[src/rtl/instr_type_pkg.sv]
// Shared instruction-level types: operand/register widths and decoded instruction kind.
package instr_type;
  localparam int OPERAND_WIDTH             = 32;
  localparam int REGISTER_DESCRIPTOR_WIDTH = 5;

  typedef enum logic [3:0] {
    INSTR_ALU,
    INSTR_LB,
    INSTR_LH,
    INSTR_LW,
    INSTR_LBU,
    INSTR_LHU,
    INSTR_SB,
    INSTR_SH,
    INSTR_SW
  } instr_kind_t;
endpackage

[src/rtl/memory_access_pkg.sv]
// Memory-stage parameters: FSM states, bus width, byte-enable patterns, access sizing.
package mem_access_params;
  import instr_type::*;

  localparam int MEM_BUS_WIDTH = 32;

  localparam logic [3:0] BE_BYTE = 4'b0001;
  localparam logic [3:0] BE_HALF = 4'b0011;
  localparam logic [3:0] BE_WORD = 4'b1111;

  typedef enum logic [1:0] {
    ST_IDLE,
    ST_BUS,
    ST_RESP
  } state_t;

  typedef enum logic [1:0] {
    SIZE_BYTE,
    SIZE_HALF,
    SIZE_WORD
  } access_size_t;

  function automatic access_size_t access_size(input instr_kind_t kind);
    case (kind)
      INSTR_LB, INSTR_LBU, INSTR_SB: return SIZE_BYTE;
      INSTR_LH, INSTR_LHU, INSTR_SH: return SIZE_HALF;
      default:                       return SIZE_WORD;
    endcase
  endfunction
endpackage

[src/rtl/memory_access_load_aligner.sv]
// load_aligner: picks the byte/halfword at the given lane offset out of a bus word
// and sign- or zero-extends it. kind/offset/rdata in, value out. Purely combinational.
module load_aligner
  import instr_type::*;
  import mem_access_params::*;
(
  input  instr_kind_t               kind,
  input  logic [1:0]                offset,
  input  logic [MEM_BUS_WIDTH-1:0]  rdata,
  output logic [OPERAND_WIDTH-1:0]  value
);

  logic [15:0] lane;

  always_comb begin
    // Lanes above byte 3 shift in as zero, so a halfword at offset 3 keeps only byte 3.
    lane = 16'(rdata >> {offset, 3'b000});
    case (kind)
      INSTR_LB:  value = {{(OPERAND_WIDTH-8){lane[7]}}, lane[7:0]};
      INSTR_LBU: value = {{(OPERAND_WIDTH-8){1'b0}}, lane[7:0]};
      INSTR_LH:  value = {{(OPERAND_WIDTH-16){lane[15]}}, lane};
      INSTR_LHU: value = {{(OPERAND_WIDTH-16){1'b0}}, lane};
      default:   value = rdata;
    endcase
  end

endmodule

[src/rtl/memory_access.sv]
// memory_access: pipeline memory stage. Non-memory results pass with 1-cycle latency;
// loads/stores run one request on the dmem bus (IDLE -> BUS -> RESP) and stall upstream.
// Ports: clk, rst (async, active-low); execution inputs (valid/stall/kind/addresses/data/rd);
// dmem request/response bus; writeback outputs (valid/stall/rd/value) and misaligned_error.
// Optional: MEM_MISALIGNED_CHECK_EN makes misaligned halfword/word accesses skip the bus
// and report misaligned_error instead.
module memory_access
  import instr_type::*;
  import mem_access_params::*;
(
  input  logic                                 clk,
  input  logic                                 rst,
  input  logic                                 valid_input,
  input  logic                                 stall_input,
  input  instr_kind_t                          instr_kind_input,
  input  logic                                 read_memory,
  input  logic                                 write_memory,
  input  logic [OPERAND_WIDTH-1:0]             read_memory_address,
  input  logic [OPERAND_WIDTH-1:0]             write_memory_address,
  input  logic [OPERAND_WIDTH-1:0]             new_memory_value,
  input  logic                                 write_register,
  input  logic [OPERAND_WIDTH-1:0]             new_register_value,
  input  logic [REGISTER_DESCRIPTOR_WIDTH-1:0] rd_addr_input,
  output logic                                 dmem_req,
  output logic                                 dmem_we,
  output logic [MEM_BUS_WIDTH-1:0]             dmem_addr,
  output logic [MEM_BUS_WIDTH-1:0]             dmem_wdata,
  output logic [3:0]                           dmem_be,
  input  logic                                 dmem_ack,
  input  logic [MEM_BUS_WIDTH-1:0]             dmem_rdata,
  output logic                                 valid_output,
  output logic                                 stall_output,
  output logic [REGISTER_DESCRIPTOR_WIDTH-1:0] rd_addr_output,
  output logic                                 write_register_output,
  output logic [OPERAND_WIDTH-1:0]             new_register_value_output,
  output logic                                 misaligned_error
);

  state_t                   state, state_next;
  logic                     is_mem, accept, misaligned;
  logic [OPERAND_WIDTH-1:0] mem_addr;
  logic [1:0]               offset;
  access_size_t             size;
  logic [3:0]               be_calc;
  logic [MEM_BUS_WIDTH-1:0] wdata_calc;

  instr_kind_t              kind_q;
  logic [1:0]               offset_q;
  logic [MEM_BUS_WIDTH-1:0] addr_q, wdata_q;
  logic                     we_q;
  logic [3:0]               be_q;

  logic                                 valid_q, wr_q, mis_q;
  logic [REGISTER_DESCRIPTOR_WIDTH-1:0] rd_q;
  logic [OPERAND_WIDTH-1:0]             value_q;
  logic [OPERAND_WIDTH-1:0]             load_value;

  assign is_mem   = read_memory | write_memory;
  assign accept   = (state == ST_IDLE) & valid_input & ~stall_input;
  // A store takes priority when both request flags are set.
  assign mem_addr = write_memory ? write_memory_address : read_memory_address;
  assign offset   = mem_addr[1:0];
  assign size     = access_size(instr_kind_input);

`ifdef MEM_MISALIGNED_CHECK_EN
  assign misaligned = is_mem &
                      (((size == SIZE_HALF) & offset[0]) | ((size == SIZE_WORD) & (offset != 2'b00)));
`else
  assign misaligned = 1'b0;
`endif

  always_comb begin
    be_calc    = BE_WORD;
    wdata_calc = new_memory_value;
    case (size)
      SIZE_BYTE: begin
        be_calc    = BE_BYTE << offset;
        wdata_calc = {4{new_memory_value[7:0]}};
      end
      SIZE_HALF: begin
        be_calc    = BE_HALF << offset;
        wdata_calc = {2{new_memory_value[15:0]}};
      end
      default: ;
    endcase
  end

  always_ff @(posedge clk or negedge rst) begin
    if (!rst) state <= ST_IDLE;
    else      state <= state_next;
  end

  always_comb begin
    state_next   = state;
    dmem_req     = 1'b0;
    stall_output = 1'b0;
    case (state)
      ST_IDLE: begin
        stall_output = stall_input | (valid_input & is_mem);
        if (accept && is_mem) state_next = misaligned ? ST_RESP : ST_BUS;
      end
      ST_BUS: begin
        dmem_req     = 1'b1;
        stall_output = 1'b1;
        if (dmem_ack) state_next = ST_RESP;
      end
      ST_RESP: begin
        stall_output = 1'b1;
        state_next   = ST_IDLE;
      end
      default: state_next = ST_IDLE;
    endcase
    if (!rst) stall_output = 1'b0;
  end

  always_ff @(posedge clk or negedge rst) begin
    if (!rst) begin
      kind_q   <= INSTR_ALU;
      offset_q <= '0;
      addr_q   <= '0;
      wdata_q  <= '0;
      we_q     <= 1'b0;
      be_q     <= '0;
      valid_q  <= 1'b0;
      wr_q     <= 1'b0;
      mis_q    <= 1'b0;
      rd_q     <= '0;
      value_q  <= '0;
    end else begin
      valid_q <= 1'b0;
      mis_q   <= 1'b0;
      if (accept) begin
        rd_q <= rd_addr_input;
        if (!is_mem) begin
          valid_q <= 1'b1;
          wr_q    <= write_register;
          value_q <= new_register_value;
        end else begin
          kind_q   <= instr_kind_input;
          offset_q <= offset;
          addr_q   <= {mem_addr[MEM_BUS_WIDTH-1:2], 2'b00};
          wdata_q  <= wdata_calc;
          we_q     <= write_memory;
          be_q     <= be_calc;
          wr_q     <= ~write_memory & ~misaligned;
          value_q  <= '0;
          if (misaligned) begin
            valid_q <= 1'b1;
            mis_q   <= 1'b1;
          end
        end
      end else if ((state == ST_BUS) && dmem_ack) begin
        valid_q <= 1'b1;
        if (!we_q) value_q <= load_value;
      end
    end
  end

  load_aligner u_load_aligner (
    .kind   (kind_q),
    .offset (offset_q),
    .rdata  (dmem_rdata),
    .value  (load_value)
  );

  assign dmem_we    = dmem_req & we_q;
  assign dmem_addr  = dmem_req ? addr_q  : '0;
  assign dmem_wdata = dmem_req ? wdata_q : '0;
  assign dmem_be    = dmem_req ? be_q    : '0;

  assign valid_output              = valid_q;
  assign rd_addr_output            = rd_q;
  assign write_register_output     = wr_q;
  assign new_register_value_output = value_q;
  assign misaligned_error          = mis_q;

endmodule

[config.mk]
export PLATFORM = sky130hd
export DESIGN_NAME = memory_access
export DESIGN_NICKNAME = d
export VERILOG_FILES = /design/src/rtl/instr_type_pkg.sv /design/src/rtl/memory_access_pkg.sv /design/src/rtl/memory_access_load_aligner.sv /design/src/rtl/memory_access.sv
export SDC_FILE = /design/constraint.sdc
export NUM_CORES = 1
export LEC_CHECK = 0
export ABC_AREA = 1
export CAP_MARGIN = 20
export CELL_PAD_IN_SITES_DETAIL_PLACEMENT = 1
export CELL_PAD_IN_SITES_GLOBAL_PLACEMENT = 1
export CORE_MARGIN = 1.5
export CORE_UTILIZATION = 30
export CTS_BUF_LIST = sky130_fd_sc_hd__clkbuf_16
export DETAILED_ROUTE_END_ITERATION = 12
export PLACE_DENSITY_LB_ADDON = 0.1
export SYNTH_ARGS = -nofsm -noshare
export SYNTH_HDL_FRONTEND = slang
export SYNTH_SLANG_ARGS = --single-unit
[constraint.sdc]
create_clock -name clk -period 2.3 [get_ports clk]
set_clock_uncertainty 0.2 [all_clocks]
set_input_delay 0.575 -clock clk [delete_from_list [all_inputs] [get_ports clk]]
set_output_delay 0.575 -clock clk [all_outputs]
set_load 0.01 [all_outputs]
==> metrics, run 1 <==
unrepaired setup endpoints after global routing yes; max-slew violation count 0; Arrival @ worst endpoint 1.67 ns; maximum number of pins on one net before global-route repair 49; drt wl/cell between 15 and 20 µm; portion of the clock cycle consumed by the worst path in the final layout 106%; Clk pin slew, worst setup/hold paths 0.06 ns; final wirelength between 20000 and 30000 µm; Lkg Pwr between 5 and 6 nW; area of the core 22900 µm²; die area about 24000 µm²; Tightest Pin Transition 0.702 ns; crit path max fanout 7; max-capacitance violation count 0; initial antenna violation count 1; initial standard-cell utilization of the core around 31%; vias in the first global route just over 8k; Critical Setup Path Class flop to primary output; Max Buffers Root-to-Sink 2; flip-flop cell with the highest count after synthesis dfrtp_1; # DRC 0; worst slack at placement -0.614 ns; die outline width approximately 160 µm; crit end category primary output; HPWL Detailed about 20000 µm; final critical path time including I/O delays and setup roughly 2.4 ns; detailed-route vias per instance between 4 and 5; placed inst area approximately 11000 µm²; router iterations before antenna repair 7; Placer Congestion 0.818; Area Overhead vs Synth 65.7%; layer with the highest usage after global routing met2; first-iteration detailed-routing DRC count between 200 and 300; Final Instance Area ~12000 µm²; number of enable-type register cells in the synthesized netlist 0; height of the chip 157 µm; achievable clock frequency roughly 0.41 GHz; root buffer cell clkbuf_16; number of CTS-inserted buffers 17; share of layout cells above drive strength 1 about a quarter; Cell Area, Synth around 7000 µm²; antenna-violating nets left 0; total grt overflow 0; number of hold buffers added after cts 0; Required @ worst endpoint roughly 1.5 ns; Sink Count 114; path category of the worst min-delay check primary input to async pin; instance count of the mapped netlist 989; violated checks setup timing; total via count in the routed design roughly 8k; maximum level of the CTS H-tree 4; Yosys warning total 0; Avg Synthesized Cell Area just over 7 µm²; register area share after synthesis between 40% and 50%; clock latency of the later-clocked register in the worst-skew pair approximately 0.4 ns; minimum setup slack in the final design -0.146 ns; global-route wire length before repair 44200 µm; fraction of met3 tracks used by global routing 5.57%; PwrDens ~1200 nW/µm²; count of buffers from port buffering ~280; met2 layer usage reported by global route 41.1%; VDD IR max approximately 0.00053 V; Boundary Pins around 290; share of synthesized flip-flops with an asynchronous set or reset 100%; number of cell rows between 50 and 60; worst reg-to-reg path cell count 10; outcome complete, but fails checks; met1 global-route usage around 28%; type of origin of the critical path flop; clock tree from TritonCTS built; final hold viol count 0; global router's overall resource usage a little under a quarter; net total in the final layout between 1k and 1.5k; worst-case headroom to the max-slew limit 53.2%; flip-flop and latch count after synthesis about 110; Setup violations, final 57; count of distinct cell types in the synthesized netlist 33
-- power breakdown --
group	switching, mW	internal (mW)
Clock	0.975	1.67
Sequential	0.738	3.00
Combinational	4.08	3.77
-- cell usage after synthesis, types with 3 or more instances --
library cell / count / area share (%)
a21oi_1: 26 / 1.8
a21oi_2: 14 / 1.7
a31oi_1: 70 / 6.2
buf_2: 32 / 2.3
buf_4: 9 / 0.96
buf_6: 6 / 0.96
clkbuf_1: 24 / 1.3
dfrtp_1: 114 / 40
ha_1: 4 / 0.71
inv_1: 95 / 5.0
inv_2: 8 / 0.42
nand2_1: 303 / 16
nand2_2: 4 / 0.35
nand3_1: 55 / 3.9
nand3_2: 26 / 3.7
nand4_1: 24 / 2.1
nor2_1: 105 / 5.6
nor2_2: 3 / 0.27
nor2_4: 4 / 0.64
nor3_1: 8 / 0.57
o211ai_1: 7 / 0.74
o21ai_0: 14 / 0.99
o21ai_1: 21 / 1.5
-- final timing paths --
kind	from	to	slack, ns
min	rst	new_register_value_output[24]	0.03
max reg2reg	state[0]	addr_q[10]	0.10
min in group clk	wdata_q[4]	wdata_q[4]	0.27
max in group asynchronous	rst	state[0]	0.78
min reg2reg	wdata_q[4]	wdata_q[4]	0.27
max	state[1]	dmem_addr[30]	-0.15
-- layout by cell type, fill, tap and decap left out, types with 3 or more instances in the layout --
| cell type | count |
|---|---|
| a21oi_1 | 26 |
| a21oi_2 | 14 |
| a31oi_1 | 70 |
| buf_12 | 15 |
| buf_2 | 22 |
| buf_4 | 54 |
| buf_6 | 63 |
| bufinv_16 | 3 |
| clkbuf_16 | 17 |
| clkdlybuf4s50_1 | 212 |
| clkinv_2 | 4 |
| conb_1 | 3 |
| dfrtp_1 | 113 |
| inv_1 | 58 |
| inv_2 | 43 |
| inv_4 | 3 |
| nand2_1 | 261 |
| nand2_2 | 17 |
| nand2_4 | 31 |
| nand3_1 | 55 |
| nand3_2 | 26 |
| nand4_1 | 24 |
| nor2_1 | 105 |
| nor2_2 | 3 |
| nor2_4 | 4 |
| nor3_1 | 8 |
| o211ai_1 | 7 |
| o21ai_0 | 13 |
| o21ai_1 | 21 |
-- final cells by class --
class                           count  area [µm²]
Tap cell                          313         392
Sequential cell                   114        2850
Multi-Input combinational cell    703        3740
Clock buffer                       17         425
Inverter                          103         399
Antenna cell                        1        2.50
Timing Repair Buffer              372        3760
Fill cell                        2807       11200
Clock inverter                     14         149
-- cell families after synthesis --
| group | count (synthesis) | share of synthesized area (%) |
|---|---|---|
| fa+ha+maj | 4 | 0.708 |
| simple gates | 539 | 34.3 |
| compound gates | 156 | 13.6 |
| buf+inv | 174 | 10.9 |
| mux | 1 | 0.142 |
| flops | 114 | 40.3 |
| other cells | 1 | 0.0530 |
-- state kept, by name (all words and copies together), names as in the netlist --
register and count:
wdata_q 32, valid_output 1, offset_q 2, we_q 1, kind_q 4, state 2, write_register_output 1, be_q 4
rd_addr_output 5, new_register_value_output 32, addr_q 30
-- per-layer routing --
metal  up-vias  routed length [µm]
li1       3842                   -
met1      3814               11800
met2       209               14500
met3        33                1580
met4         0                 527
met5         -                   0
-- stage by stage --
stage	utilization, %	hold slack (ns)	power [mW]	setup TNS (ns)	cells
after floorplan	-	0.0794	7.40	-0.445	991
after global placement	45.9	0.256	10.3	-22.21	1578
after detailed placement	45.9	0.263	10.5	-25.78	1578
after CTS	50.2	0.0387	14.0	-8.41	1637
after global routing	51.1	0.0308	15.3	-10.84	1637
final	51.1	0.0310	14.2	-5.03	1637
-- worst max-delay path: stages, from the launching register on --
cell	delay [ns]
dfrtp_1	0.39
inv_2	0.08
ha_4	0.19
buf_6	0.13
buf_6	0.12
buf_16	0.15
nand2_4	0.05
inv_2	0.05
buf_6	0.09
-- timing repair --
item / 4_1_cts / 5_1_grt
endpoints found under the setup margin: 69 / 137
buffers inserted: 23 / 4
gates resized for setup: 379 / 102
pin swaps: 1 / 3
cloned: 5 / 0
Note: power is estimated with default switching activity, not from simulation.
==> inputs of run 2 (changes only) <==
--- a/config.mk
+++ b/config.mk
@@ -17,3 +17,4 @@
 export SYNTH_ARGS = -nofsm -noshare
 export SYNTH_HDL_FRONTEND = slang
 export SYNTH_SLANG_ARGS = --single-unit
+export TNS_END_PERCENT = 5
==> run 2 against run 1 <==
  * The run still ends with setup timing left
  * Highest routed layer unchanged
  * Global-route usage is 0.42 points lower
  * Clock power hardly changed
  * Critical path type unchanged
  * Fmax is 0.31% higher
  * Worst setup slack better by 0.0077 ns
  * Largest cell class unchanged
  * Routed wire length is 2.1% lower
  * Sequential share of layout area is 0.83 points higher
==> metrics, run 2 (synthesis results as in run 1) <==
number of hold buffers added after cts 0 (unchanged); drt wl/cell 17.1 µm (-1.4%); placed inst area 10500 µm² (unchanged); total via count in the routed design 7846 (-0.66%); maximum level of the CTS H-tree 4 (unchanged); leading cell type in the layout, fill and taps excluded nand2_1; Lkg Pwr 5.64 nW (-4.2%); maximum number of pins on one net before global-route repair 49 (unchanged); total internal power 8.12 mW (-3.8%); initial standard-cell utilization of the core 30.9% (unchanged); clock latency of the later-clocked register in the worst-skew pair 0.41 ns (about the same); Area Overhead vs Synth 60.3%; portion of the clock cycle consumed by the worst path in the final layout 106% (-0.33 points); final hold viol count 0 (unchanged); Placer Congestion 0.818 (unchanged); Setup violations, final 58 (+1.8%); die outline width 157 µm (unchanged); crit end category primary output; antenna-violating nets left 0 (unchanged); global router's overall resource usage 23.0% (-0.42 points); initial antenna violation count 1 (unchanged); first-iteration detailed-routing DRC count 299 (+6.8%); clock tree from TritonCTS built; most used cells in the layout excluding fill and tap cells nand2_1, clkdlybuf4s50_1, dfrtp_1; violated checks setup timing; Arrival @ worst endpoint 1.66 ns (about the same); post-route setup TNS -3.93 ns (+1.10 ns); height of the chip 157 µm (unchanged); final critical path time including I/O delays and setup 2.44 ns (-0.00767 ns); Sink Count 114 (unchanged); detailed-route vias per instance 4.83 (+0.14%); number of cell rows 55 (unchanged); Clock power frac 19.4% (+0.8 points); net total in the final layout 1479 (-0.87%); fill count 2851 (+1.6%); Boundary Pins 288 (unchanged); final wirelength 27800 µm (-2.1%); share of layout cells above drive strength 1 22.3% (-3.1 points); sequential share of power 26.7% (+0.4 points); path category of the worst min-delay check primary input to async pin; Tightest Pin Transition 0.689 ns (-0.0123 ns); combinational fraction of design power 53.9% (-1.2 points); outcome complete, but fails checks; minimum setup slack in the final design -0.138 ns (+0.00767 ns); register area 2850 µm² (unchanged); achievable clock frequency 0.410 GHz (+0.31%); Critical Setup Path Class flop to primary output; number of CTS-inserted buffers 17 (unchanged); Clk pin slew, worst setup/hold paths 0.06 ns (about the same); max-capacitance violation count 0 (unchanged); worst-case headroom to the max-slew limit 54.0% (+0.82 points); crit path max fanout 7 (unchanged); # DRC 0 (unchanged); VDD IR max 0.000519 V (-2.0%); HPWL Detailed 20000 µm (unchanged); vias in the first global route 8144 (-2.1%); Final Instance Area 11300 µm² (-3.3%); unrepaired setup endpoints after global routing yes; router iterations before antenna repair 4 (-3); Required @ worst endpoint 1.52 ns (about the same); net switching power 5.49 mW (-5.3%); die area 24500 µm² (unchanged); area of the core 22900 µm² (unchanged); Max Buffers Root-to-Sink 2 (unchanged); proportion of total power due to net switching 40.3% (-0.37 points); global-route wire length before repair 43400 µm (-1.8%); area of the multi-input gates 3550 µm² (-5.0%); total grt overflow 0 (unchanged); root buffer cell clkbuf_16; max-slew violation count 0 (unchanged); type of origin of the critical path flop; PwrDens 1200 nW/µm² (-1.2%); count of buffers from port buffering 284 (unchanged)
run 2: power by group through the flow:
stage	sequential (mW)	clock (mW)	combinational (mW)
2_1_floorplan	3.64	0	3.76
3_3_place_gp	3.58	0	6.75
4_1_cts	3.59	2.71	7.16
5_1_grt	3.76	2.78	8.12
3_5_place_dp	3.61	0	6.88
6_report	3.63	2.65	7.33
run 2: path summary, 6_finish.rpt:
| check | startpoint | end | slack, ns | cells after the start |
|---|---|---|---|---|
| min in group clk | wdata_q[6] | wdata_q[6] | 0.27 | 2 |
| worst min register to register | wdata_q[6] | wdata_q[6] | 0.27 | 2 |
| max in group asynchronous | rst | state[0] | 0.81 | 3 |
| worst max-delay path | state[1] | dmem_addr[30] | -0.14 | 8 |
| worst max register to register | state[0] | wdata_q[1] | 0.12 | 10 |
| worst min-delay path | rst | new_register_value_output[24] | 0.03 | 2 |
run 2: cell type report:
cell class / count / share of cell area (%)
diodes: 1 / 0.0221
clock buffers: 17 / 3.75
clock inverters: 14 / 1.31
inverters: 103 / 3.43
multi-input cells: 703 / 31.4
flip-flops and latches: 114 / 25.2
well taps: 313 / 3.46
repair buffers: 359 / 31.5
run 2: timing repair:
action                                  4_1_cts  5_1_grt
cloned                                        3        0
buffers inserted                             10        4
resized for setup                           329       75
endpoints found under the hold margin         0        0
endpoints found under the setup margin       69      136
pin swaps                                     1        3
run 2: critical path, cell delays in order, from the launching register on:
cell	delay (ns)
dfrtp_1	0.39
inv_2	0.08
ha_4	0.18
buf_6	0.13
buf_6	0.12
buf_16	0.14
nand2_2	0.06
inv_2	0.06
buf_6	0.09
run 2: metrics by stage:
step	setup slack (ns)	instances	util [%]	hold slack [ns]	power, mW
2_1_floorplan	-0.0148	991	-	0.0794	7.40
3_3_place_gp	-0.613	1578	45.9	0.256	10.3
3_5_place_dp	-0.614	1578	45.9	0.263	10.5
4_1_cts	-0.244	1622	48.6	0.0387	13.5
5_1_grt	-0.227	1624	49.5	0.0284	14.7
6_report	-0.138	1624	49.5	0.0254	13.6
run 2: per-layer routing:
layer,vias up,GRT usage (%),part of all wire [%]
li1,3809,-,-
met1,3794,28.3,42
met2,212,40.0,50
met3,31,5.73,5.5
met4,0,6.21,1.8
met5,-,0,0
==> inputs of run 3 (changes only) <==
--- a/config.mk
+++ b/config.mk
@@ -9,11 +9,12 @@
 export CAP_MARGIN = 20
 export CELL_PAD_IN_SITES_DETAIL_PLACEMENT = 1
 export CELL_PAD_IN_SITES_GLOBAL_PLACEMENT = 1
-export CORE_MARGIN = 1.5
+export CORE_MARGIN = 2
 export CORE_UTILIZATION = 30
 export CTS_BUF_LIST = sky130_fd_sc_hd__clkbuf_16
 export DETAILED_ROUTE_END_ITERATION = 12
 export PLACE_DENSITY_LB_ADDON = 0.1
+export REMOVE_ABC_BUFFERS = 1
 export SYNTH_ARGS = -nofsm -noshare
 export SYNTH_HDL_FRONTEND = slang
 export SYNTH_SLANG_ARGS = --single-unit
==> run 3 against run 2 <==
  * The flow still finishes with violations (setup timing)
  * Sequential share of layout area fell by 0.46 points
  * Worst hold slack improved by 0.012 ns
  * Fmax fell by 0.87%
  * Register-to-register slack got worse by 0.02 ns
  * Sequential power barely moved
  * Largest power group unchanged
  * First-iteration DRC count rose by 8.0%
  * Total power rose by 3.1%
  * Final area rose by 1.8%
  * Via count fell by 0.69%
  * Non-clock buffer count fell by 3
  * Global-route usage barely moved
  * Routed wire length rose by 2.2%
==> metrics, run 3 (synthesis results as in run 1) <==
combinational fraction of design power 54.7% (+0.8 points); net switching power 5.77 mW (+5.2%); router iterations before antenna repair 4 (unchanged); drt wl/cell 17.4 µm (+1.9%); non-filler cells, final 1629 (+0.31%); total via count in the routed design 7792 (-0.69%); Bufs and invs on worst path 6 (unchanged); crit path max fanout 6 (-1); global-route wire length before repair 44000 µm (+1.2%); VDD IR max 0.000541 V (+4.3%); clock tree from TritonCTS built; endpoint of the most critical register-to-register path new_register_value_output[31]; height of the chip 158 µm (+0.64%); worst stage delay on the critical path 0.40 ns (about the same); PwrDens 1220 nW/µm² (+1.3%); root buffer cell clkbuf_16; max-capacitance violation count 0 (unchanged); antenna-violating nets left 0 (unchanged); most used cells in the layout excluding fill and tap cells nand2_1, clkdlybuf4s50_1, dfrtp_1; post-route setup TNS -5.80 ns (-1.87 ns); Tightest Pin Transition 0.531 ns (-0.158 ns); Critical Path Stages 8 (unchanged); final wirelength 28400 µm (+2.2%); Placer Congestion 0.798 (-2.4%); number of CTS-inserted buffers 17 (unchanged); portion of the clock cycle consumed by the worst path in the final layout 107% (+0.93 points); initial standard-cell utilization of the core 30.3% (-0.55 points); die outline width 158 µm (+0.64%); total internal power 8.26 mW (+1.7%); worst-case headroom to the max-slew limit 64.6% (+11 points); post-layout util 49.4% (about the same); achievable clock frequency 0.407 GHz (-0.87%); first-iteration detailed-routing DRC count 323 (+8.0%); number of cell rows 56 (+1.8%); proportion of total power due to net switching 41.1% (+0.81 points); path category of the worst min-delay check primary input to async pin; net total in the final layout 1476 (-0.20%); final critical path time including I/O delays and setup 2.46 ns (+0.0213 ns); unrepaired setup endpoints after global routing yes; Clk pin slew, worst setup/hold paths 0.06 ns (about the same); flop-to-flop setup slack 0.10 ns (-0.02 ns); Clock power frac 19.3% (about the same); vias in the first global route 7951 (-2.4%); Boundary Pins 288 (unchanged); HPWL Detailed 19200 µm (-4.1%); Worst Setup EP dmem_addr[15]; final hold viol count 0 (unchanged); count of buffers from port buffering 284 (unchanged); detailed-route vias per instance 4.78 (-0.99%); type of origin of the critical path flop; Crit path max-delay family buffers and inverters; startpoint of the lowest-slack register-to-register path state[1]; minimum setup slack in the final design -0.159 ns (-0.0213 ns); clock latency of the later-clocked register in the worst-skew pair 0.42 ns (about the same); area of the core 23300 µm² (+1.8%); Lkg Pwr 5.62 nW (-0.35%); Critical Setup Path Class flop to primary output; violated checks setup timing; Max Buffers Root-to-Sink 2 (unchanged); max-slew violation count 0 (unchanged); worst reg-to-reg path cell count 12 (+2); crit path max-delay cell type dfrtp_1; leading cell type in the layout, fill and taps excluded nand2_1; Area Overhead vs Synth 63.2%; die area 24800 µm² (+1.3%); maximum number of pins on one net before global-route repair 83 (+69%); Required @ worst endpoint 1.52 ns (about the same); sequential share of power 25.9% (-0.8 points); total power of the final layout 14.0 mW (+3.1%); maximum level of the CTS H-tree 4 (unchanged); global router's overall resource usage 23.0% (about the same); crit end category primary output; Arrival @ worst endpoint 1.68 ns (+0.02 ns); crit path from state[1]; list of cells traversed by the critical path inv_2 > ha_4 > buf_12 > buf_12 > buf_12 > nand2_1 > inv_1 > buf_2; Setup violations, final 68 (+17%); outcome complete, but fails checks; critical path's most frequent cell buf_12; Sink Count 114 (unchanged); total grt overflow 0 (unchanged); share of layout cells above drive strength 1 24.6% (+2.3 points); # DRC 0 (unchanged); initial antenna violation count 2 (+1); placed cell count 1580 (+0.13%)
[run 3: power by group through the flow]
stage	clock, mW	combinational (mW)	sequential, mW
floorplan	0	3.44	3.69
global placement	0	6.79	3.56
detailed placement	0	6.90	3.60
CTS	2.77	7.65	3.60
global route	2.86	8.48	3.75
finish	2.71	7.68	3.64
[run 3: worst reg2reg max path, delay by kind of cell (launching register included)]
family | cells | cell delay (ns)
AOI/OAI and AO/OA | 3 | 0.45
and+or+nand+nor | 1 | 0.07
adders and majority gates | 1 | 0.17
DFF | 1 | 0.40
buffers and inverters | 7 | 0.82
[run 3: layout make-up]
type / instances / area, µm²
diodes: 2 / 5.00
clock buffers: 17 / 425
clock inverters: 15 / 158
fillers: 2854 / 11800
inverters: 103 / 389
multi-input cells: 703 / 3690
flip-flops and latches: 114 / 2850
well taps: 319 / 399
repair buffers: 356 / 3620
[run 3: worst min-delay path by stage]
stage                     startpoint  slack (ns)  cells after the start                             to
after global routing             rst        0.05                      2  new_register_value_output[16]
after global placement    wdata_q[0]        0.25                      2                     wdata_q[0]
after floorplan                  rst        0.08                      0                     addr_q[10]
final                            rst        0.04                      2              rd_addr_output[4]
after CTS                        rst        0.04                      2              rd_addr_output[4]
after detailed placement  wdata_q[0]        0.26                      2                     wdata_q[0]
[run 3: what timing repair did]
action,in CTS,in global routing
endpoints found under the setup margin,69,154
setup buffers,12,1
hold buffers,0,0
pin swaps,2,1
hold endpoints to repair,0,0
resized for setup,361,84
gates cloned,7,0
[run 3: routing by layer]
metal / routed length, µm / up-vias / track usage [%]
met4: 311 / 0 / 5.58
met5: 0 / - / 0
met1: 11800 / 3764 / 27.7
met3: 1870 / 20 / 6.86
li1: - / 3809 / -
met2: 14400 / 199 / 40.3
[run 3: stage by stage]
stage                     hold WS [ns]  setup WS (ns)  area, µm²
final                           0.0371         -0.159      11500
after global routing            0.0542         -0.218      11500
after CTS                       0.0419         -0.252      11400
after detailed placement         0.259         -0.711      10500
after global placement           0.255         -0.719      10500
after floorplan                 0.0794          -1.45       6690
